### src/rtl/mdu_pkg.sv
// Shared types and constants for the MIPS-style divide/multiply unit.
// State encoding, default width and divide-by-zero result values.
package mdu_pkg;

   localparam int MDU_WIDTH = 32;

   typedef enum logic [1:0] {
      IDLE = 2'd0,
      DIV  = 2'd1,
      DONE = 2'd2
   } state_e;

   // Quotient returned for a zero divisor; the remainder is the dividend.
   localparam logic [MDU_WIDTH-1:0] DZ_QUO  = '1;
   localparam logic                 DZ_FLAG = 1'b1;

endpackage

### src/rtl/mdu_div_step.sv
// One restoring radix-2 division iteration, purely combinational.
// Shifts the next dividend bit into the partial remainder and trial-subtracts.
module mdu_div_step #(
   parameter int WIDTH = 32
) (
   input  logic [WIDTH-1:0] rem_i,
   input  logic [WIDTH-1:0] div_i,
   input  logic             bit_i,
   output logic [WIDTH-1:0] rem_o,
   output logic             q_o
);

   logic [WIDTH:0] shifted;
   logic [WIDTH:0] diff;

   always_comb begin
      shifted = {rem_i, bit_i};
      diff    = shifted - {1'b0, div_i};
      q_o     = ~diff[WIDTH];
      rem_o   = diff[WIDTH] ? shifted[WIDTH-1:0] : diff[WIDTH-1:0];
   end

endmodule

### src/rtl/mdu_div.sv
// Iterative 32-cycle HI/LO divider with optional single-cycle multiplier.
// Define MDU_MULT_EN to enable MULT/MULTU via mul_op.
module mdu_div
   import mdu_pkg::*;
#(
   parameter int WIDTH = MDU_WIDTH
) (
   input  logic             clk,
   input  logic             resetn,
   input  logic             start,
   input  logic             signed_op,
   input  logic             mul_op,
   input  logic [WIDTH-1:0] a,
   input  logic [WIDTH-1:0] b,
   input  logic             cancel,
   output logic             busy,
   output logic             valid,
   output logic [WIDTH-1:0] hi_out,
   output logic [WIDTH-1:0] lo_out,
   output logic             div_zero
);

   localparam int CW = $clog2(WIDTH);

   state_e           state_q;
   logic [CW-1:0]    cnt_q;
   logic             busy_q;
   logic             valid_q;
   logic             dz_q;
   logic             dzp_q;
   logic             sgn_q;
   logic [WIDTH-1:0] opa_q;
   logic [WIDTH-1:0] opb_q;
   logic [WIDTH-1:0] dvd_q;
   logic [WIDTH-1:0] dsr_q;
   logic [WIDTH-1:0] rem_q;
   logic [WIDTH-1:0] hi_q;
   logic [WIDTH-1:0] lo_q;

   logic [WIDTH-1:0] a_mag;
   logic [WIDTH-1:0] b_mag;
   logic [WIDTH-1:0] step_rem;
   logic             step_q;
   logic [WIDTH-1:0] quo_fin;
   logic [WIDTH-1:0] lo_fin;
   logic [WIDTH-1:0] hi_fin;
   logic             qneg;
   logic             rneg;

`ifdef MDU_MULT_EN
   logic             mul_q;
   logic [2*WIDTH-1:0] pa;
   logic [2*WIDTH-1:0] pb;
   logic [2*WIDTH-1:0] prod;

   always_comb begin
      pa   = {{WIDTH{sgn_q & opa_q[WIDTH-1]}}, opa_q};
      pb   = {{WIDTH{sgn_q & opb_q[WIDTH-1]}}, opb_q};
      prod = pa * pb;
   end
`else
   logic unused_mul;
   assign unused_mul = mul_op;
`endif

   mdu_div_step #(
      .WIDTH (WIDTH)
   ) u_step (
      .rem_i (rem_q),
      .div_i (dsr_q),
      .bit_i (dvd_q[WIDTH-1]),
      .rem_o (step_rem),
      .q_o   (step_q)
   );

   // Sign of each result follows from the raw latched operands.
   always_comb begin
      a_mag   = (signed_op & a[WIDTH-1]) ? -a : a;
      b_mag   = (signed_op & b[WIDTH-1]) ? -b : b;
      qneg    = sgn_q & (opa_q[WIDTH-1] ^ opb_q[WIDTH-1]);
      rneg    = sgn_q & opa_q[WIDTH-1];
      quo_fin = {dvd_q[WIDTH-2:0], step_q};
      lo_fin  = qneg ? -quo_fin : quo_fin;
      hi_fin  = rneg ? -step_rem : step_rem;
   end

   always_ff @(posedge clk or negedge resetn) begin
      if (!resetn) begin
         state_q <= IDLE;
         cnt_q   <= '0;
         busy_q  <= 1'b0;
         valid_q <= 1'b0;
         dz_q    <= 1'b0;
         dzp_q   <= 1'b0;
         sgn_q   <= 1'b0;
         opa_q   <= '0;
         opb_q   <= '0;
         dvd_q   <= '0;
         dsr_q   <= '0;
         rem_q   <= '0;
         hi_q    <= '0;
         lo_q    <= '0;
`ifdef MDU_MULT_EN
         mul_q   <= 1'b0;
`endif
      end else begin
         valid_q <= 1'b0;
         dz_q    <= 1'b0;
         unique case (state_q)
            IDLE: begin
               if (start && !cancel) begin
                  state_q <= DIV;
                  busy_q  <= 1'b1;
                  cnt_q   <= CW'(WIDTH - 1);
                  sgn_q   <= signed_op;
                  opa_q   <= a;
                  opb_q   <= b;
                  dvd_q   <= a_mag;
                  dsr_q   <= b_mag;
                  rem_q   <= '0;
                  dzp_q   <= 1'b0;
`ifdef MDU_MULT_EN
                  mul_q   <= mul_op;
`endif
               end
            end
            DIV: begin
               if (cancel) begin
                  state_q <= IDLE;
                  busy_q  <= 1'b0;
               end
`ifdef MDU_MULT_EN
               else if (mul_q) begin
                  state_q <= DONE;
                  hi_q    <= prod[2*WIDTH-1:WIDTH];
                  lo_q    <= prod[WIDTH-1:0];
               end
`endif
               else if (opb_q == '0) begin
                  state_q <= DONE;
                  hi_q    <= opa_q;
                  lo_q    <= WIDTH'(DZ_QUO);
                  dzp_q   <= DZ_FLAG;
               end else begin
                  rem_q <= step_rem;
                  dvd_q <= quo_fin;
                  cnt_q <= cnt_q - CW'(1);
                  if (cnt_q == '0) begin
                     state_q <= DONE;
                     hi_q    <= hi_fin;
                     lo_q    <= lo_fin;
                  end
               end
            end
            DONE: begin
               state_q <= IDLE;
               busy_q  <= 1'b0;
               if (!cancel) begin
                  valid_q <= 1'b1;
                  dz_q    <= dzp_q;
               end
            end
            default: begin
               state_q <= IDLE;
               busy_q  <= 1'b0;
            end
         endcase
      end
   end

   assign busy     = busy_q;
   assign valid    = valid_q;
   assign hi_out   = hi_q;
   assign lo_out   = lo_q;
   assign div_zero = dz_q;

endmodule

### config.mk
export PLATFORM = sky130hd
export DESIGN_NAME = mdu_div
export DESIGN_NICKNAME = d
export VERILOG_FILES = /design/src/rtl/mdu_pkg.sv /design/src/rtl/mdu_div_step.sv /design/src/rtl/mdu_div.sv
export SDC_FILE = /design/constraint.sdc
export NUM_CORES = 1
export LEC_CHECK = 0
export ABC_CLOCK_PERIOD_IN_PS = 6750
export BUFFER_PORTS_ARGS = -buffer_cell sky130_fd_sc_hd__buf_4
export CORE_MARGIN = 1.5
export CORE_UTILIZATION = 52
export CTS_CLUSTER_SIZE = 24
export DETAILED_ROUTE_END_ITERATION = 12
export PLACE_DENSITY = 0.8
export SYNTH_ARGS = -nofsm -noshare
export SYNTH_HDL_FRONTEND = slang
export SYNTH_SLANG_ARGS = --single-unit
### constraint.sdc
create_clock -name clk -period 6.75 [get_ports clk]
set_input_delay 1.35 -clock clk [delete_from_list [all_inputs] [get_ports clk]]
set_output_delay 1.35 -clock clk [all_outputs]
set_load 0.05 [all_outputs]
==> impl_metrics.toml <==
[floorplanning]
initial_core_util = 0.5314
die-area_um2 = 29570
die_x_um = 172.0
die_h_um = 172.0
coreArea_um2 = 27930
row_count = 61
pin_count = 137

[critical_path]
cp-end-kind = "register"
cp_max_fo = 42
worst_ep_arrival_time_ns = 6.20
r2r-start = "dvd_q[31]"
startpoint_type = "register"
startpoint = "dvd_q[31]"
worstPathRequired_ns = 7.20
crit_type = "reg2reg"

[cts]
tritoncts = "done"
clockBufferDepth = 3
cts_num_sinks = 235
post_cts_buffers = 0
cts_buffers = 28
ctsResizeCount = 0
cts_hold_buf = 0
cts_max_level = 1
cts_root_buf = "clkbuf_16"
insertion_delay_ns = 0.56
clk_pin_slew_ns = 0.06

[timing]
min_period_over_period = 0.8511
finalHoldViolations = 0
rsz0062_at_grt = "false"
fmax_ghz = 0.1741
relSlewSlack = 0.3523
setup_viol = 0
tns_ns = 0
fin_skew_ns = 0.02292
drv_slew = 0
worst_pin_slew_ns = 0.9691
final.min_clock_period_ns = 5.745

[min_path]
min_path_type = "reg2reg"
hp-start = "opb_q[22]"

[yosys]
synth-async-reset-ratio = 1.000
yosys_warnings = 0
ys_seq_area_frac = 0.3962
ys_ff_latch = 235
syn_area_per_cell_um2 = 8.020
synth_top_area_frac = 0.3962
synth-main-ff-cell = "dfrtp_1"
netlist_area_um2 = 14840
synth_area_leaders = "dfrtp_1 40%, nand2_1 9.3%, a21oi_1 6.3%"
synth_area_leader_cell = "dfrtp_1"
synth-edff-count = 0
yosysUniqueCellTypes = 81
synth_cells = 1851
synth.net_count = 1960

[route]
post_drt_wl_per_cell_um = 19.01
final_antenna_net_count = 0
vias = 14090
drt-total-wl_mm = 44.20
drtIter0Drc = 1422
drt_pass1_iterations = 6
via_per_inst = 6.062
drc = 0

[job]
maxCapViolations = 0

[global_routing]
globalRoute.totalOverflow = 0
grt_max_degree = 114
grt_pass1_wl_mm = 70.57
grtUsageTotal = 0.3020
grt_pass1_vias = 13400
antenna_found_initial = 2

[power_and_ir_drop]
p_comb_frac = 0.288
p_leak_uw = 0.007725
peakVddDrop_mv = 0.2384
pwr-share-clk = 0.319
swShare = 0.3593
power.share.sequential = 0.393
p_sw_uw = 1643
p_int_uw = 2930
powerDensity_nw_per_um2 = 270.0

[final_layout]
fin_area_um2 = 16940
syn2layout_area_growth_pct = 14.11
final_core_util = 0.6064
antenna_cells = 0
final_nets = 2037
instances_no_fill = 2325
final_layout_size_suffix_gt1_frac = 0.1186

[placement]
port_buffers = 135
dp.cells = 2276
place_congestion = 0.9132
hpwl_mm = 32.59
placed_area_um2 = 16060

[status]
status = "completed"
[layout make-up]
cell class | count | area [um^2]
multi-input combinational | 1451 | 8335
inverter | 61 | 231.5
clock buffer | 38 | 778.2
timing repair buffer | 151 | 1141
sequential | 235 | 5881
fill | 2467 | 11000
tap | 378 | 473.0
clock inverter | 11 | 98.84
[state kept, by name, indices dropped and copies added (netlist names)]
| register | count |
|---|---|
| busy | 1 |
| rem_q | 32 |
| dzp_q | 1 |
| dsr_q | 31 |
| valid | 1 |
| div_zero | 1 |
| lo_out | 32 |
| hi_out | 32 |
| opb_q | 32 |
| dvd_q | 32 |
| cnt_q | 5 |
| state_q | 2 |
| opa_q | 32 |
| sgn_q | 1 |
[per-stage QoR]
| stage | hold slack, ns | setup slack, ns | power (uW) |
|---|---|---|---|
| after global placement | 0.4565 | 1.293 | 3062 |
| final | 0.4776 | 1.005 | 4573 |
| after CTS | 0.4763 | 1.182 | 4556 |
| after floorplan | 0.4374 | 2.176 | 2716 |
| after detailed placement | 0.4621 | 1.198 | 3106 |
| after global routing | 0.4893 | 0.7480 | 4807 |
[metal layers]
layer,share of wire,track usage,routed length [um],vias to the layer above
met5,0.00029,0,13,-
met4,0.031,0.09679,1354,2
met3,0.093,0.05814,4114,100
met2,0.44,0.4558,19440,648
met1,0.44,0.4355,19280,6720
li1,-,-,-,6623
[worst max-delay path, cell delays in order (launching register included)]
cell	delay (ns)
dfrtp_1	0.53
inv_1	0.08
ha_1	0.23
fa_1	0.40
nand2b_1	0.20
a21oi_1	0.38
o2111ai_2	0.28
a21boi_2	0.34
o21a_1	0.47
nor2_8	0.08
inv_4	0.37
nor2_1	0.09
a21oi_1	0.23
ha_1	0.36
nand2_1	0.14
o41ai_4	0.56
and2_4	0.27
a31oi_1	0.10
xnor2_1	0.18
a221o_1	0.32
[Yosys cell counts (12+ instances only)]
cell and instances:
o211ai_1 12, buf_2 17, nand4_1 18, a31oi_1 34, nor3_1 32, nand2_1 366, o31ai_1 18, a21oi_1 186
nor2_1 168, xor2_1 58, nor4_1 26, xnor2_1 78, or3_1 24, mux2i_1 22, clkbuf_1 75, and2_1 15
inv_1 59, nand3_1 16, ha_1 38, dfrtp_1 235, o21ai_0 167
[cells in the final DEF (no fill, tap or decap), types with 10 or more instances in the layout]
cell / count
o31ai_1: 18
nor2_1: 166
o211ai_1: 12
a211oi_1: 10
nand2_1: 365
a21oi_1: 186
a21o_1: 11
dfrtp_1: 235
nand4_1: 18
nor4_1: 26
or3_1: 24
xnor2_1: 78
and3_1: 11
xor2_1: 58
nor3_1: 32
clkbuf_16: 28
mux2i_1: 22
inv_1: 59
or4_1: 11
nand3_1: 16
buf_4: 150
and2_1: 14
a31oi_1: 34
o21ai_0: 167
ha_1: 38
[logic make-up (layout without fill, tap and decap cells)]
| kind of cell | after synthesis | count (layout) | synth area share |
|---|---|---|---|
| adders and majority gates | 39 | 39 | 0.03338 |
| xor gates and xnor gates | 136 | 136 | 0.08024 |
| DFF | 235 | 235 | 0.3962 |
| buffers and inverters | 165 | 261 | 0.04493 |
| and+or+nand+nor | 725 | 725 | 0.2169 |
| AOI/OAI and AO/OA | 524 | 524 | 0.2098 |
| muxes | 27 | 27 | 0.01863 |
[power groups by stage]
stage	registers, uW	logic [uW]	clock network, uW
6_report	1800	1320	1460
5_1_grt	1820	1470	1520
4_1_cts	1790	1300	1460
3_3_place_gp	1800	1260	0
3_5_place_dp	1820	1290	0
2_1_floorplan	1790	921	0
[worst paths after layout]
| kind | to | cells after the start | slack, ns |
|---|---|---|---|
| worst min-delay path | opb_q[22] | 2 | 0.48 |
| worst max-delay path | hi_out[28] | 19 | 1.01 |
| max in group asynchronous | opa_q[6] | 2 | 4.49 |
| worst max register to register | hi_out[28] | 19 | 1.01 |
| worst min register to register | opb_q[22] | 2 | 0.48 |
| min in group asynchronous | opb_q[22] | 1 | 0.87 |
No activity file was read; power rests on OpenSTA's default activity.
